--- src/rtl/timer_pkg.sv ---
// Shared types and constants for the timer control stage.
package timer_pkg;

   typedef enum logic [1:0] {
      IDLE = 2'd0,
      ARM  = 2'd1,
      RUN  = 2'd2,
      DONE = 2'd3
   } state_t;

   localparam logic MODE_PERIODIC = 1'b0;
   localparam logic MODE_ONESHOT  = 1'b1;

endpackage

--- src/rtl/timer_ctrl.sv ---
// Start/stop sequencing, prescaler and period-match control around an external up-counter.
module timer_ctrl
   import timer_pkg::*;
#(
   parameter int unsigned WIDTH = 16,
   parameter int unsigned PRE_W = 8
) (
   input  logic             clk_i,
   input  logic             rstn_i,
   input  logic             start_i,
   input  logic             stop_i,
   input  logic             mode_i,
   input  logic [WIDTH-1:0] period_i,
   input  logic [PRE_W-1:0] prescale_i,
   input  logic [WIDTH-1:0] count_i,
   output logic             cnt_clear_o,
   output logic             cnt_enable_o,
   output logic             tick_o,
   output logic             busy_o,
   output logic             done_o
);

   state_t           r_state;
   state_t           w_next;
   logic [WIDTH-1:0] r_period;
   logic [PRE_W-1:0] r_prescale;
   logic [PRE_W-1:0] r_pres;
   logic             r_mode;
   logic             w_pres_hit;
   logic             w_load;
   logic             w_run_step;

   always_comb begin
      w_next       = r_state;
      cnt_clear_o  = 1'b0;
      cnt_enable_o = 1'b0;
      tick_o       = 1'b0;
      busy_o       = 1'b0;
      done_o       = 1'b0;
      w_run_step   = 1'b0;
      w_pres_hit   = (r_pres == r_prescale);
      // stop_i outranks start_i everywhere, so a combined request never loads config
      w_load       = start_i && !stop_i;
      case (r_state)
         IDLE: begin
            if (w_load) w_next = ARM;
         end
         ARM: begin
            cnt_clear_o = 1'b1;
            busy_o      = 1'b1;
            if (stop_i)       w_next = IDLE;
            else if (start_i) w_next = ARM;
            else              w_next = RUN;
         end
         RUN: begin
            busy_o = 1'b1;
            if (stop_i)       w_next = IDLE;
            else if (start_i) w_next = ARM;
            else begin
               w_run_step   = 1'b1;
               cnt_enable_o = w_pres_hit;
               if (w_pres_hit && (count_i == r_period)) begin
                  tick_o      = 1'b1;
                  cnt_clear_o = 1'b1;
                  if (r_mode == MODE_ONESHOT) w_next = DONE;
               end
            end
         end
         DONE: begin
            done_o = 1'b1;
            if (stop_i)       w_next = IDLE;
            else if (start_i) w_next = ARM;
         end
         default: w_next = IDLE;
      endcase
   end

   always_ff @(posedge clk_i or negedge rstn_i) begin
      if (!rstn_i) begin
         r_state    <= IDLE;
         r_pres     <= '0;
         r_period   <= '0;
         r_prescale <= '0;
         r_mode     <= MODE_PERIODIC;
      end else begin
         r_state <= w_next;
         if (w_load) begin
            r_period   <= period_i;
            r_prescale <= prescale_i;
            r_mode     <= mode_i;
            r_pres     <= '0;
         end else if (w_run_step) begin
            r_pres <= w_pres_hit ? '0 : r_pres + 1'b1;
         end
      end
   end

endmodule

--- config.mk ---
export PLATFORM = sky130hd
export DESIGN_NAME = timer_ctrl
export DESIGN_NICKNAME = d
export VERILOG_FILES = /design/src/rtl/timer_pkg.sv /design/src/rtl/timer_ctrl.sv
export SDC_FILE = /design/constraint.sdc
export NUM_CORES = 1
export LEC_CHECK = 0
export ABC_AREA = 1
export CORE_ASPECT_RATIO = 0.8
export CORE_UTILIZATION = 50
export DETAILED_ROUTE_END_ITERATION = 8
export PLACE_DENSITY = 0.81
export SKIP_CTS_REPAIR_TIMING = 1
export SLEW_MARGIN = 10
export SYNTH_ARGS = -nofsm -noshare
export SYNTH_HDL_FRONTEND = slang
export SYNTH_SLANG_ARGS = --single-unit
--- constraint.sdc ---
create_clock -name clk_i -period 3.2 [get_ports clk_i]
set_input_delay 0.64 -clock clk_i [delete_from_list [all_inputs] [get_ports clk_i]]
set_output_delay 0.64 -clock clk_i [all_outputs]
set_load 0.01 [all_outputs]
==> results of run 1 <==
## worst max-delay path, stage by stage
cell	delay [ps]
clkdlybuf4s50_1	520
nand2_1	80
inv_1	60
nor2_1	40
nor2_1	90
nand2_1	60
nor2_1	220
nand3_2	130
a21boi_2	130
clkdlybuf4s50_1	540
## layer usage
| layer | wire, um | global-route usage, % | up-vias |
|---|---|---|---|
| li1 | - | - | 947 |
| met1 | 2033 | 27.53 | 839 |
| met2 | 2138 | 40.99 | 41 |
| met3 | 248 | 7.192 | 2 |
| met4 | 16 | 5.042 | 0 |
| met5 | 0 | 0 | - |
## through the flow
stage	setup WS (ps)	area (um^2)	power, mW
global route	2.077	2680	1.399
floorplan	1129	2014	0.7602
global placement	154.0	2562	0.8943
CTS	72.11	2680	1.324
finish	72.54	2680	1.315
detailed placement	112.9	2562	0.9100
## power by group through the flow
stage               combinational [mW]  sequential (mW)  clock [mW]
floorplan                        0.227            0.533           0
global placement                 0.355            0.540           0
detailed placement               0.368            0.542           0
CTS                              0.371            0.535       0.418
global route                     0.414            0.542       0.444
finish                           0.369            0.534       0.412
## worst paths after layout
kind / from / end
setup / recovery: count_i[1] / cnt_clear_o
hold / removal: r_period[13] / r_period[13]
setup reg to reg: r_state[0] / r_pres[2]
hold reg to reg: r_period[13] / r_period[13]
max in group asynchronous: rstn_i / r_period[5]
min in group asynchronous: rstn_i / r_period[8]
## sequential cells by signal (all words and copies together), names as in the netlist
signal      flops
r_mode          1
r_period       16
r_state         2
r_pres          8
r_prescale      8
## cell usage in the layout (no fill, tap or decap), drive strengths merged
cell and count:
a21boi 1, a21oi 6, buf 2, bufinv 1, clkbuf 6, clkdlybuf4s50 49
clkinv 1, dfrtp 35, ha 6, inv 41, nand2 116, nand3 8
nor2 26, nor3 1, nor4 1, o211ai 1, o21ai 13, o22ai 5
xnor2 8, xor2 4
## final cells by class
type / count / area, um^2
Fill cell: 326 / 1149
Multi-Input combinational cell: 196 / 958.4
Sequential cell: 35 / 875.8
Timing Repair Buffer: 51 / 505.5
Inverter: 41 / 153.9
Clock buffer: 6 / 82.58
Tap cell: 55 / 68.82
Clock inverter: 2 / 35.03
## cell families after synthesis
group           after synthesis
flops                        35
simple gates                152
xor+xnor                     12
fa+ha+maj                     6
compound gates               26
buf+inv                      46
==> impl_metrics.env, run 1 <==
export IMPL_status="completed"
export IMPL_drv_slew=0
export IMPL_critPathMaxFanout=2
export IMPL_required_ps=2560
export IMPL_clock_fmax_mhz=319.7
export IMPL_fin_cells=386
export IMPL_nNetsFinal=381
export IMPL_cts_buffers=5
export IMPL_dp_hpwl_um=3223
export IMPL_numClockSinks=35
export IMPL_pwr_share_comb_pct=28.0
export IMPL_p_sw_mw=0.3849
export IMPL_synthMuxAreaShare_pct=0
export IMPL_synth_cells=277
export IMPL_start_util_pct=52.61
export IMPL_drt_iter0_drc=107
export IMPL_remaining_drc_errors=0
export IMPL_avgRoutedWirePerCell_um=11.49
export IMPL_yosysMostFrequentCell="nand2_1"
export IMPL_rsz0062_at_grt="no"
export IMPL_yosys_warnings=0
export IMPL_cts_tree="built"
export IMPL_clockBufferDepth=2
export IMPL_die_area_um2=4288
export IMPL_cts_root_buffer="clkbuf_8"
export IMPL_cp_arrival_ps=2490
export IMPL_p_int_mw=0.9304
export IMPL_antenna_found_initial=0
export IMPL_grt_max_degree=36
export IMPL_portBuffers=49
export IMPL_rows=20
export IMPL_synthTopCellsByCount="113 x nand2_1, 38 x inv_1, 35 x dfrtp_1, 22 x nor2_1, 13 x o21ai_0"
export IMPL_period_share_pct=97.73
export IMPL_ir_drop_mv=0.3755
export IMPL_worstHoldPathCells=2
export IMPL_ys_seq_area_share_pct=43.48
export IMPL_synth_top_family_by_area="simple AND/OR/NAND/NOR gates"
export IMPL_drv_cap=0
export IMPL_drt_pass1_iter_count=4
export IMPL_crit_type="in2out"
export IMPL_fp_dieH_um=58.77
export IMPL_io_pins=50
export IMPL_final_util_pct=70.00
export IMPL_ant_nets=0
export IMPL_track_usage_pct=23.03
export IMPL_dp_cells=378
export IMPL_synthAdderAreaFrac_pct=3.727
export IMPL_setup_viol=0
export IMPL_pwr_density_cell_nw_per_um2=490.8
export IMPL_grt_pass1_wl_um=7327
export IMPL_slew_headroom_pct=70.87
export IMPL_yosys_area_share_simple_pct=30.87
export IMPL_tns_ps=0
export IMPL_synth_xor_area_share_pct=5.217
export IMPL_gp_congestion=0.7403
export IMPL_syn_area_per_cell_um2=7.272
export IMPL_synth_compound_area_share_pct=7.764
export IMPL_hp_class="reg2reg"
export IMPL_holdWs_ps=510.1
export IMPL_clkLatencyLatePin_ps=290
export IMPL_synth_top_area_share_pct=43.48
export IMPL_htree_levels=2
export IMPL_synth_edff_count=0
export IMPL_cp_start_kind="input port"
export IMPL_drive_gt1_share_pct=6.949
export IMPL_clock_skew_ps=5.811
export IMPL_first_global_vias=1718
export IMPL_syn_area_um2=2014
export IMPL_diodes=0
export IMPL_wirelength_um=4436
export IMPL_synthTopCellsByArea="dfrtp_1 43%, nand2_1 21%, inv_1 7.1%, nor2_1 4.1%, ha_1 3.7%"
export IMPL_coreArea_um2=3829
export IMPL_die_x_um=72.97
export IMPL_leakage_nw=1.357
export IMPL_synth_nets=328
export IMPL_p_seq_share_pct=40.6
export IMPL_ys_seq_elements=35
export IMPL_synth_largest_area_cell="dfrtp_1"
export IMPL_final_hold_viol_count=0
export IMPL_clk_pin_slew_ps=70
export IMPL_routed_via_count=1829
export IMPL_area_delta_synth_final_pct=33.04
export IMPL_reg2reg_depth=8
export IMPL_overflow=0
export IMPL_pwr_share_clk_pct=31.3
export IMPL_synth_ff_type="dfrtp_1"
export IMPL_swShare_pct=29.26
export IMPL_vias_per_cell=4.738
export IMPL_tightest_slew_ps=437.0
export IMPL_yosysUniqueCellTypes=25
export IMPL_crit_path_end_kind="primary output"
export IMPL_ff2ff_setup_slack_ps=1670
export IMPL_async_reset_ff_share_pct=100.0
export IMPL_period_needed_ps=3127
(Power assumes the default switching activity.)
==> inputs of run 2 (changes only) <==
--- a/config.mk
+++ b/config.mk
@@ -9,7 +9,7 @@
 export CORE_ASPECT_RATIO = 0.8
 export CORE_UTILIZATION = 50
 export DETAILED_ROUTE_END_ITERATION = 8
-export PLACE_DENSITY = 0.81
+export PLACE_DENSITY_LB_ADDON = 0.15
 export SKIP_CTS_REPAIR_TIMING = 1
 export SLEW_MARGIN = 10
 export SYNTH_ARGS = -nofsm -noshare
==> impl_metrics.env, run 2 (synthesized netlist as in run 1, its figures left out) <==
export IMPL_status="completed"
export IMPL_rsz0062_at_grt="no"
export IMPL_leakage_nw=1.362
export IMPL_rows=20
export IMPL_tightest_slew_ps=443.2
export IMPL_slew_headroom_pct=70.45
export IMPL_track_usage_pct=21.08
export IMPL_multi_input_area_um2=960.9
export IMPL_remaining_drc_errors=0
export IMPL_cts_buffers=5
export IMPL_min_to="r_mode"
export IMPL_dp_hpwl_um=2973
export IMPL_diodes=0
export IMPL_largest_reg_flops=16
export IMPL_clock_skew_ps=7.832
export IMPL_die_x_um=72.97
export IMPL_min_from="r_mode"
export IMPL_clkLatencyLatePin_ps=280
export IMPL_period_share_pct=93.69
export IMPL_antenna_found_initial=0
export IMPL_first_global_vias=1663
export IMPL_htree_levels=2
export IMPL_hp_class="reg2reg"
export IMPL_ant_nets=0
export IMPL_area_delta_synth_final_pct=32.55
export IMPL_drt_iter0_drc=89
export IMPL_ff2ff_setup_slack_ps=1620
export IMPL_clock_fmax_mhz=333.6
export IMPL_required_ps=2560
export IMPL_gp_congestion=0.8501
export IMPL_avgRoutedWirePerCell_um=10.36
export IMPL_nNetsFinal=381
export IMPL_wirelength_um=3990
export IMPL_grt_pass1_wl_um=6886
export IMPL_routed_via_count=1780
export IMPL_portBuffers=49
export IMPL_cts_tree="built"
export IMPL_fp_dieH_um=58.77
export IMPL_tns_ps=0
export IMPL_start_util_pct=52.61
export IMPL_crit_path_end_kind="primary output"
export IMPL_worstHoldPathCells=2
export IMPL_final_hold_viol_count=0
export IMPL_cp_start_kind="input port"
export IMPL_ir_drop_mv=0.3232
export IMPL_cts_root_buffer="clkbuf_8"
export IMPL_pwr_density_cell_nw_per_um2=477.7
export IMPL_reg2reg_depth=8
export IMPL_r2r_end="r_pres[2]"
export IMPL_die_area_um2=4288
export IMPL_r2r_start="r_state[0]"
export IMPL_seqCellArea_um2=875.8
export IMPL_io_pins=50
export IMPL_drt_pass1_iter_count=4
export IMPL_drv_cap=0
export IMPL_critPathMaxFanout=2
export IMPL_holdWs_ps=487.4
export IMPL_overflow=0
export IMPL_clk_pin_slew_ps=60
export IMPL_numClockSinks=35
export IMPL_nFillCells=325
export IMPL_coreArea_um2=3829
export IMPL_cp_arrival_ps=2360
export IMPL_grt_max_degree=36
export IMPL_crit_type="in2out"
export IMPL_period_needed_ps=2998
export IMPL_top_register="r_period"
export IMPL_largestRegisters="r_period: 16 flops, r_pres: 8 flops, r_prescale: 8 flops"
export IMPL_drive_gt1_share_pct=6.667
export IMPL_clockBufferDepth=2
export IMPL_final_common_cell="nand2_1"
export IMPL_layout_common_cells="113 x nand2_1, 48 x clkdlybuf4s50_1, 38 x inv_1"
export IMPL_setup_viol=0
export IMPL_vias_per_cell=4.623
export IMPL_drv_slew=0
run 2: changes by cell type in the layout (fill, tap and decap cells not counted), sizes merged:
cell,delta
clkdlybuf4s50,-1
dlymetal6s2s,+1
clkinv,-1
run 2: worst max path at each step:
stage	from	to	slack, ps
global route	count_i[7]	tick_o	100
finish	count_i[12]	tick_o	200
detailed placement	count_i[12]	cnt_clear_o	90
floorplan	stop_i	cnt_clear_o	1130
global placement	count_i[14]	cnt_clear_o	160
CTS	count_i[12]	cnt_clear_o	80
run 2: metrics by stage:
| step | utilization [%] | std cells | instance area (um^2) | setup WS (ps) | power, mW |
|---|---|---|---|---|---|
| after global routing | 69.74 | 385 | 2670 | 97.19 | 1.360 |
| after detailed placement | 66.93 | 378 | 2562 | 91.79 | 0.9061 |
| after global placement | 66.93 | 378 | 2562 | 163.5 | 0.8968 |
| final | 69.74 | 385 | 2670 | 202.0 | 1.275 |
| after floorplan | - | 277 | 2014 | 1129 | 0.7602 |
| after CTS | 69.61 | 385 | 2665 | 75.74 | 1.293 |
run 2: final cells by class:
type	instances	share of cell area (%)
well taps	55	2.577
repair buffers	51	19.03
inverters	41	5.764
flip-flops and latches	35	32.80
clock buffers	6	2.718
clock inverters	1	1.125
multi-input cells	196	35.99
run 2: metal layers:
layer / track usage [%] / part of all wire (%) / vias to the layer above
li1: - / - / 938
met1: 26.81 / 48 / 801
met2: 36.05 / 47 / 36
met3: 4.966 / 4.9 / 5
met4: 6.162 / 0.90 / 0
met5: 0 / 0 / -
run 2: where the power goes:
part	switching, mW	internal (mW)	total [mW]
sequential	0.0387	0.495	0.533
combinational	0.180	0.181	0.361
clock	0.153	0.228	0.381
total	0.371	0.904	1.28
run 2: worst max-delay path: stages:
cell	delay (ps)
clkdlybuf4s50_1	490
inv_1	50
nand2_1	50
nand2_1	50
nor2_1	100
nand2_1	80
nor2_1	180
nand3_2	120
inv_1	70
clkdlybuf4s50_1	520
==> inputs of run 3 (changes only) <==
--- a/config.mk
+++ b/config.mk
@@ -7,7 +7,8 @@
 export LEC_CHECK = 0
 export ABC_AREA = 1
 export CORE_ASPECT_RATIO = 0.8
-export CORE_UTILIZATION = 50
+export CORE_MARGIN = 4
+export CORE_UTILIZATION = 53
 export DETAILED_ROUTE_END_ITERATION = 8
 export PLACE_DENSITY_LB_ADDON = 0.15
 export SKIP_CTS_REPAIR_TIMING = 1
==> impl_metrics.env, run 3 (synthesized netlist as in run 1, its figures left out) <==
export IMPL_r2r_start="r_state[0]"
export IMPL_nNetsFinal=381
export IMPL_antenna_found_initial=0
export IMPL_leakage_nw=1.348
export IMPL_clk_pin_slew_ps=60
export IMPL_remaining_drc_errors=0
export IMPL_setup_viol=0
export IMPL_cp_arrival_ps=2350
export IMPL_first_global_vias=1833
export IMPL_ir_drop_mv=0.4133
export IMPL_final_util_pct=74.14
export IMPL_pwr_density_cell_nw_per_um2=450.8
export IMPL_start_util_pct=56.87
export IMPL_top_register="r_period"
export IMPL_cts_tree="built"
export IMPL_min_to="r_prescale[2]"
export IMPL_slew_headroom_pct=71.02
export IMPL_holdWs_ps=499.2
export IMPL_period_needed_ps=2994
export IMPL_r2r_end="r_pres[2]"
export IMPL_clockBufferDepth=2
export IMPL_hp_class="reg2reg"
export IMPL_fp_dieH_um=63.14
export IMPL_tns_ps=0
export IMPL_rows=19
export IMPL_portBuffers=49
export IMPL_reg2reg_depth=8
export IMPL_ff2ff_setup_slack_ps=1600
export IMPL_min_from="r_prescale[2]"
export IMPL_gp_congestion=0.7755
export IMPL_htree_levels=2
export IMPL_diodes=0
export IMPL_seqCellArea_um2=875.8
export IMPL_period_share_pct=93.55
export IMPL_clkLatencyLatePin_ps=280
export IMPL_area_delta_synth_final_pct=30.37
export IMPL_grt_max_degree=36
export IMPL_status="completed"
export IMPL_critPathSlowestCell="clkdlybuf4s50_1"
export IMPL_io_pins=50
export IMPL_wirelength_um=4343
export IMPL_crit_path_end_kind="primary output"
export IMPL_rsz0062_at_grt="no"
export IMPL_dp_hpwl_um=3274
export IMPL_layout_common_cells="113 x nand2_1, 48 x clkdlybuf4s50_1, 38 x inv_1"
export IMPL_largest_reg_flops=16
export IMPL_drive_gt1_share_pct=6.687
export IMPL_vias_per_cell=4.871
export IMPL_drt_pass1_iter_count=4
export IMPL_cp_start_kind="input port"
export IMPL_clock_fmax_mhz=334.1
export IMPL_required_ps=2560
export IMPL_crit_type="in2out"
export IMPL_avgRoutedWirePerCell_um=11.71
export IMPL_critPathMaxFanout=6
export IMPL_path_cells="clkdlybuf4s50_1 > inv_2 > nand2_1 > nor2_4 > inv_1 > nor2_4 > nand3_2 > inv_1 > clkdlybuf4s50_1"
export IMPL_cts_root_buffer="clkbuf_8"
export IMPL_track_usage_pct=19.17
export IMPL_clock_skew_ps=1.833
export IMPL_dp_cells=365
export IMPL_largestRegisters="r_period: 16 flops, r_pres: 8 flops, r_prescale: 8 flops"
export IMPL_worstHoldPathCells=2
export IMPL_grt_pass1_wl_um=7534
export IMPL_nFillCells=284
export IMPL_multi_input_area_um2=963.4
export IMPL_drt_iter0_drc=154
export IMPL_routed_via_count=1807
export IMPL_cpPeakStageDelay_ps=530
export IMPL_tightest_slew_ps=434.7
export IMPL_die_x_um=76.93
export IMPL_final_hold_viol_count=0
export IMPL_numClockSinks=35
export IMPL_overflow=0
export IMPL_coreArea_um2=3542
export IMPL_die_area_um2=4857
export IMPL_ant_nets=0
export IMPL_drv_cap=0
export IMPL_final_common_cell="nand2_1"
export IMPL_fin_cells=371
export IMPL_cts_buffers=5
export IMPL_drv_slew=0
## run 3: area by class of cell
type                    count  area share [%]
clock buffers               6           2.763
inverters                  41           5.860
multi-input cells         196           36.68
flip-flops and latches     35           33.35
repair buffers             51           19.34
well taps                  42           2.001
## run 3: layer usage
| metal | vias to the layer above | track usage (%) | share of wire (%) |
|---|---|---|---|
| met5 | - | 0 | 0 |
| met4 | 0 | 4.977 | 0.62 |
| li1 | 937 | - | - |
| met1 | 812 | 22.51 | 46 |
| met3 | 2 | 7.407 | 6.5 |
| met2 | 56 | 32.83 | 47 |
## run 3: power by group
group / internal (mW) / total (mW) / switching [mW]
logic: 0.181 / 0.362 / 0.181
clock network: 0.145 / 0.287 / 0.142
registers: 0.495 / 0.535 / 0.0405
total: 0.821 / 1.18 / 0.363
## run 3: how the worst max path moves through the flow
stage                             end         from  slack (ps)
final                          tick_o       stop_i         210
after global routing           tick_o  count_i[14]          80
after CTS                 cnt_clear_o  count_i[14]          90
after detailed placement  cnt_clear_o  count_i[14]         110
after global placement    cnt_clear_o   count_i[4]         150
after floorplan           cnt_clear_o       stop_i        1130
## run 3: stage by stage
stage | setup slack, ps | area [um^2] | power, mW
global route | 77.86 | 2626 | 1.269
floorplan | 1129 | 2014 | 0.7602
detailed placement | 107.0 | 2546 | 0.9058
finish | 206.4 | 2626 | 1.184
global placement | 151.7 | 2546 | 0.8967
CTS | 89.61 | 2619 | 1.194
## run 3: worst max-delay path: cells and delay by family
kind	cells	cell delay (ps)
buf+inv	5	1230
simple gates	4	470
